File: src/rtl/dds_pkg.sv
// Shared DDS widths and sweep state encoding.
// Used by the DDS, the sweep controller and the register bank.
package dds_pkg;

   localparam int FW_W  = 24;
   localparam int DIV_W = 16;
   localparam int CNT_W = 16;

   typedef enum logic {
      IDLE = 1'b0,
      RUN  = 1'b1
   } sweep_state_t;

endpackage

File: src/rtl/dds_tick_gen.sv
// Free-running sample-tick divider: one-cycle pulse every div+1 cycles.
// div is sampled live; lowering it below the count forces an early tick.
module dds_tick_gen #(
   parameter int DIV_W = dds_pkg::DIV_W
) (
   input  logic             clk,
   input  logic             rst_n,
   input  logic [DIV_W-1:0] div,
   output logic             int_dff_en
);

   logic [DIV_W-1:0] div_cnt;

   always_ff @(posedge clk or negedge rst_n) begin
      if (!rst_n) begin
         div_cnt    <= '0;
         int_dff_en <= 1'b0;
      end else if (div_cnt >= div) begin
         div_cnt    <= '0;
         int_dff_en <= 1'b1;
      end else begin
         div_cnt    <= div_cnt + 1'b1;
         int_dff_en <= 1'b0;
      end
   end

endmodule

File: src/rtl/dds_sweep_ctrl.sv
// DDS sweep sequencer: steps freq_word through a linear sweep,
// advancing once every dwell+1 sample ticks.
module dds_sweep_ctrl #(
   parameter int FW_W  = dds_pkg::FW_W,
   parameter int DIV_W = dds_pkg::DIV_W,
   parameter int CNT_W = dds_pkg::CNT_W
) (
   input  logic             clk,
   input  logic             rst_n,
   input  logic [DIV_W-1:0] div,
   input  logic             start,
   input  logic             abort,
   input  logic             loop_en,
   input  logic [FW_W-1:0]  f_start,
   input  logic [FW_W-1:0]  f_step,
   input  logic [CNT_W-1:0] n_steps,
   input  logic [CNT_W-1:0] dwell,
   output logic             int_dff_en,
   output logic [FW_W-1:0]  freq_word,
   output logic             busy,
   output logic             done
);

   import dds_pkg::*;

   sweep_state_t     state;
   logic             tick;
   logic             loop_q;
   logic [FW_W-1:0]  f_start_q;
   logic [FW_W-1:0]  f_step_q;
   logic [CNT_W-1:0] n_steps_q;
   logic [CNT_W-1:0] dwell_q;
   logic [CNT_W-1:0] dwell_cnt;
   logic [CNT_W-1:0] step_cnt;

   dds_tick_gen #(
      .DIV_W(DIV_W)
   ) u_tick (
      .clk       (clk),
      .rst_n     (rst_n),
      .div       (div),
      .int_dff_en(tick)
   );

   assign int_dff_en = tick;

   always_ff @(posedge clk or negedge rst_n) begin
      if (!rst_n) begin
         state     <= IDLE;
         busy      <= 1'b0;
         done      <= 1'b0;
         freq_word <= '0;
         loop_q    <= 1'b0;
         f_start_q <= '0;
         f_step_q  <= '0;
         n_steps_q <= '0;
         dwell_q   <= '0;
         dwell_cnt <= '0;
         step_cnt  <= '0;
      end else begin
         done <= 1'b0;
         unique case (state)
            IDLE: begin
               if (start && !abort) begin
                  loop_q    <= loop_en;
                  f_start_q <= f_start;
                  f_step_q  <= f_step;
                  n_steps_q <= n_steps;
                  dwell_q   <= dwell;
                  freq_word <= f_start;
                  dwell_cnt <= '0;
                  step_cnt  <= '0;
                  busy      <= 1'b1;
                  state     <= RUN;
               end
            end
            RUN: begin
               // abort outranks a coincident tick
               if (abort) begin
                  busy  <= 1'b0;
                  state <= IDLE;
               end else if (tick) begin
                  if (dwell_cnt < dwell_q) begin
                     dwell_cnt <= dwell_cnt + 1'b1;
                  end else begin
                     dwell_cnt <= '0;
                     if (step_cnt < n_steps_q) begin
                        freq_word <= freq_word + f_step_q;
                        step_cnt  <= step_cnt + 1'b1;
                     end else if (loop_q) begin
                        freq_word <= f_start_q;
                        step_cnt  <= '0;
                     end else begin
                        busy  <= 1'b0;
                        done  <= 1'b1;
                        state <= IDLE;
                     end
                  end
               end
            end
         endcase
      end
   end

endmodule

File: config.mk
export PLATFORM = sky130hd
export DESIGN_NAME = dds_sweep_ctrl
export DESIGN_NICKNAME = d
export VERILOG_FILES = /design/src/rtl/dds_pkg.sv /design/src/rtl/dds_tick_gen.sv /design/src/rtl/dds_sweep_ctrl.sv
export SDC_FILE = /design/constraint.sdc
export NUM_CORES = 1
export LEC_CHECK = 0
export CAP_MARGIN = 25
export CORE_ASPECT_RATIO = 0.8
export CORE_MARGIN = 2
export CORE_UTILIZATION = 35
export CTS_CLUSTER_DIAMETER = 150
export DETAILED_ROUTE_END_ITERATION = 6
export DONT_BUFFER_PORTS = 1
export GPL_TIMING_DRIVEN = 0
export MAX_ROUTING_LAYER = met4
export PLACE_DENSITY = 0.55
export SYNTH_ARGS = -nofsm -noshare
export SYNTH_HDL_FRONTEND = slang
export SYNTH_SLANG_ARGS = --single-unit
File: constraint.sdc
create_clock -name clk -period 3.2 [get_ports clk]
set_input_delay 0.8 -clock clk [delete_from_list [all_inputs] [get_ports clk]]
set_output_delay 0.8 -clock clk [all_outputs]
set_load 0.02 [all_outputs]
---- Word-level counts from Yosys, hierarchy flattened ----
Index checks and enable logic that the tools add are counted.
word-level totals
  flip-flop bits (word level) ............. 157
  bits of input ports ..................... 101
operators by class
  $lt $le $gt $ge ......................... 3
  reductions and logical operators ........ 6
  bitwise operators ....................... 1
  $add $sub $neg .......................... 4
  eq/ne operators ......................... 9
  multiplexer cells ....................... 40
operators by type and width
  kind                   count
  $mux 16                10
  $mux 24                6
  $pmux 16 s2            2
  $add 16x1->16 const B  3
  $pmux 24 s2            1
  $lt 16x16->1           2
  $add 24x24->24         1
  $mux 1                 19
  $ge 16x16->1           1
  $reduce_and 5->1       2
  $ne 3x3->1 const B     3
  $ne 2x2->1 const B     3
  $pmux 1 s2             2
  $ne 3x1->1 const B     1
  $ne 3x2->1 const B     1
  $reduce_and 3->1       1
  $ne 2x1->1 const B     1
  $reduce_and 2->1       1
  $logic_and 1x1->1      1
  $logic_not 1->1        1
  $not 1->1              1

---- Depth between registers and ports, before layout ----
  word-level depth ........................ 6
  gate-level depth with buffers ........... 13
  gate-level depth less buffers ........... 12

---- Cells and area by module ----
From an unflattened synthesis, not the netlist that was laid out.
unflattened totals
  cells, all modules ...................... 963
  area, all modules ....................... 9326.4 sq um
by module, submodules not included
  module          sequential area each (sq um)  cells an instance  instances  area an instance (sq um)
  dds_sweep_ctrl  3503.4                        832                1          8041.5
  dds_tick_gen    425.4                         131                1          1285.0

---- Worst setup path before layout ----
Ideal clock, no wire load.
  path kind ............................... register -> register
  start point ............................. register freq_word[3]
  end point ............................... register freq_word[23]
  slack ................................... 372 ps
  library setup time ...................... 118 ps
  period minus slack after synthesis ...... 2828 ps
  path buffers ............................ 0
  cell stages (with the launch flop) ...... 11
  arrival ................................. 2709 ps
  data required time ...................... 3082 ps
  cells stage by stage .................... dfrtp_1 > ha_1 > and2_1 > nand3_1 > a2111oi_0 > o21ba_2 > nor3_1 > o31ai_1 > mux2i_1 > nand2_1 > a21o_1
on the way
  longest elaborated chain between the ends .. 6
ends and longest elaborated chain
  what                      RTL line              RTL
  start: declaration        dds_sweep_ctrl.sv:19  output logic [FW_W-1:0] freq_word,
  start signal: assignment  dds_sweep_ctrl.sv:70  freq_word <= f_start;
  start signal: assignment  dds_sweep_ctrl.sv:88  freq_word <= freq_word + f_step_q;
  start signal: assignment  dds_sweep_ctrl.sv:91  freq_word <= f_start_q;
  $add 24x24->24            dds_sweep_ctrl.sv:88
  $mux 24                   dds_sweep_ctrl.sv:87  if (step_cnt < n_steps_q) begin
  $mux 24                   dds_sweep_ctrl.sv:83  if (dwell_cnt < dwell_q) begin
  $mux 24                   dds_sweep_ctrl.sv:82  end else if (tick) begin
  $mux 24                   dds_sweep_ctrl.sv:79  if (abort) begin
  $pmux 24 s2               dds_sweep_ctrl.sv:62  unique case (state)
No other way between the ends. The select of a mux whose other input is x is not followed.
A chain may end at the register's enable or synchronous reset.

---- Worst setup path in the final report ----
  start point ............................. register freq_word[0]
  end point ............................... register freq_word[16]
Same word-level chain as after synthesis.

==> impl_metrics.py <==
metrics = {
    "sta": {
        "hold_viol_final": 0,
        "timing.slew.headroom_pct": 42.31,
        "setup_viol": 0,
        "finalClockSkew_ps": 13.65,
        "worstMarginPinSlew_ps": 865.4,
        "post-route-period-util_pct": 95.50,
        "maxSlewViolCount": 0,
        "fmax_mhz": 327.2,
        "setup_tns_ps": 0,
        "min_period_ps": 3056,
    },
    "run_status": {
        "status": "finished, final reports clean",
    },
    "place": {
        "hpwl_um": 17070,
        "gp_congestion": 0.8520,
        "portBuffers": 0,
    },
    "global_routing": {
        "grt_usage_pct": 18.63,
        "grt_pass1_vias": 6707,
        "grt_max_degree": 158,
        "grt-ovfl-total": 0,
        "grt_pass1_wl_um": 37650,
        "antenna_found_initial": 0,
    },
    "route": {
        "antenna_left": 0,
        "wl_um": 23750,
        "wl_met3_um": 1259,
        "top_layer": "met4",
        "drc": 0,
        "drt_pass1_iterations": 4,
        "drt-vias-per-instance": 5.245,
        "initialDrtViolationCount": 314,
        "wl_met2_um": 10240,
        "wl_met1_um": 12000,
        "routedWlPerCell_um": 18.10,
        "num_vias": 6881,
    },
    "clocking": {
        "cts_max_path_buffers": 2,
        "clk-insertion-delay-late_ps": 440,
        "clock_sinks": 157,
        "cts_tree": "done",
        "ctsHoldBuffers": 0,
        "post_cts_buffers": 0,
        "cts.htree.levels": 4,
        "cts_made_buffers": 17,
        "path_clk_slew_ps": 70,
        "clockRootBuffer": "clkbuf_16",
    },
    "yosys": {
        "synth-seq-area-share_pct": 43.80,
        "synth-main-ff-cell": "dfrtp_1",
        "avgSynthCellArea_um2": 9.393,
        "ys_ff_latch": 157,
        "async_reset_ff_share_pct": 100.0,
        "synthCells": 955,
        "ys_types": 57,
        "yosys_warnings": 0,
        "synth_edf_count": 0,
        "netlist_area_um2": 8970,
        "synth_nets": 1129,
    },
    "die": {
        "start_util_pct": 35.53,
        "num_rows": 52,
        "die_y_um": 147.2,
        "dieArea_um2": 26930,
        "design.portCount": 128,
        "die_w_um": 183.0,
        "core_area_um2": 25240,
    },
    "power_and_ir_drop": {
        "leakage_uw": 0.004656,
        "vdd_drop_max_uv": 336.0,
        "total_power_uw": 7267,
        "powerDensity_nw_per_um2": 720.5,
    },
    "setup_path": {
        "r2r_cells": 12,
        "path_class": "reg -> reg",
        "required_ps": 3560,
        "cp-end-kind": "flip-flop",
        "cp_max_fo": 4,
        "worstSetupStartpointType": "flip-flop",
        "worst_ep_arrival_time_ps": 3420,
    },
    "min_path": {
        "hold_class": "in -> async",
    },
    "layout": {
        "area_growth_pct": 12.44,
        "multiInputGateArea_um2": 4745,
        "layout.area.seq_um2": 3929,
        "drive_gt1_share_pct": 11.04,
        "fillers": 2518,
        "fin_nets": 1148,
    },
    "job": {
        "maxCapViolCount": 0,
    },
}
## where the power goes
part	total (uW)	internal, uW	switching, uW
Sequential	2850	2370	481
Clock	2170	1280	894
Combinational	2250	1030	1220
Total	7270	4670	2600
## area by class of cell
class	count	share of cell area (%)
clock buffers	20	4.528
clock inverters	12	1.575
plain buffers	36	1.625
multi-input cells	702	47.04
diodes	1	0.02481
well taps	324	4.019
flip-flops and latches	157	38.95
inverters	60	2.233
## metal layers
metal	global-route usage (%)	vias to the layer above
li1	-	3404
met1	25.89	3339
met2	27.25	119
met3	4.784	19
met4	4.360	0
met5	-	-
## layout by cell type (no fill, tap or decap), drive strengths merged, types with 8 or more instances in the layout
master,count
dfrtp,157
clkbuf,46
o21ai,110
a21oi,38
mux2i,9
xnor2,17
a31oi,9
nand3,20
nor3,8
inv,63
a21o,20
nor2,81
buf,10
nand2,118
mux2,49
a211oi,9
nand4,9
o211ai,9
nand2b,10
and3,27
ha,72
xor2,21
## final timing paths
path | slack, ps | to | from
max | 140 | freq_word[16] | freq_word[0]
min | 60 | n_steps_q[7] | rst_n
min in group clk | 470 | dwell_q[12] | dwell[12]
min reg2reg | 510 | f_start_q[11] | f_start_q[11]
max in group asynchronous | 2930 | f_step_q[6] | rst_n
max reg2reg | 140 | freq_word[16] | freq_word[0]
## metrics by stage
step	instances	hold WS, ps	setup WS [ps]	instance area (um^2)	utilization [%]
floorplan	955	454.5	372.5	8970	-
global placement	1279	481.5	-433.0	9375	37.14
detailed placement	1279	494.0	-476.4	9375	37.14
CTS	1311	43.76	11.28	10020	39.70
global route	1311	50.51	-18.89	10080	39.94
finish	1312	61.68	144.1	10090	39.95
## worst max-delay path, stage by stage, from the launching register on
cell      delay [ps]
dfrtp_1          490
ha_1             280
inv_1             70
fa_1             190
nor2b_1           80
o31a_1           310
o311ai_2         410
a21oi_1          170
o21a_1           220
o21a_1           180
o21a_1           170
o31a_1           270
a31oi_1          150
## sequential cells by signal, indices dropped and copies added, names as in the netlist
register,count
dwell_cnt,16
dwell_q,16
done,1
n_steps_q,16
f_step_q,24
state,1
loop_q,1
step_cnt,16
u_tick.div_cnt,16
f_start_q,24
busy,1
freq_word,24
u_tick.int_dff_en,1
## what timing repair did
item / CTS / global route
gates resized for setup: 10 / 24
endpoints found under the hold margin: 0 / 0
setup endpoints to repair: 32 / 44
## Yosys cell counts, drive strengths merged (10+ instances only)
library cell    n  share of area, %
clkbuf         28               1.2
a21o           20               1.7
a21oi          38               2.1
inv            60               2.5
mux2           49               6.2
nand2         118               4.9
nor2           81               3.4
dfrtp         157                44
nand2b         10              0.78
and3           27               1.9
xor2           21               2.1
ha             72                10
xnor2          17               1.7
o21ai         110               6.1
nand3          20               1.1
## cells by family after synthesis
group / count (synthesis) / synth area share [%]
XOR/XNOR: 38 / 3.710
AO/OA/AOI/OAI: 236 / 15.86
flip-flops: 157 / 43.80
multiplexers: 58 / 7.156
AND/OR/NAND/NOR: 297 / 15.06
adder cells (fa/ha/maj): 73 / 10.27
buffers and inverters: 96 / 4.143
(Power assumes the default switching activity.)
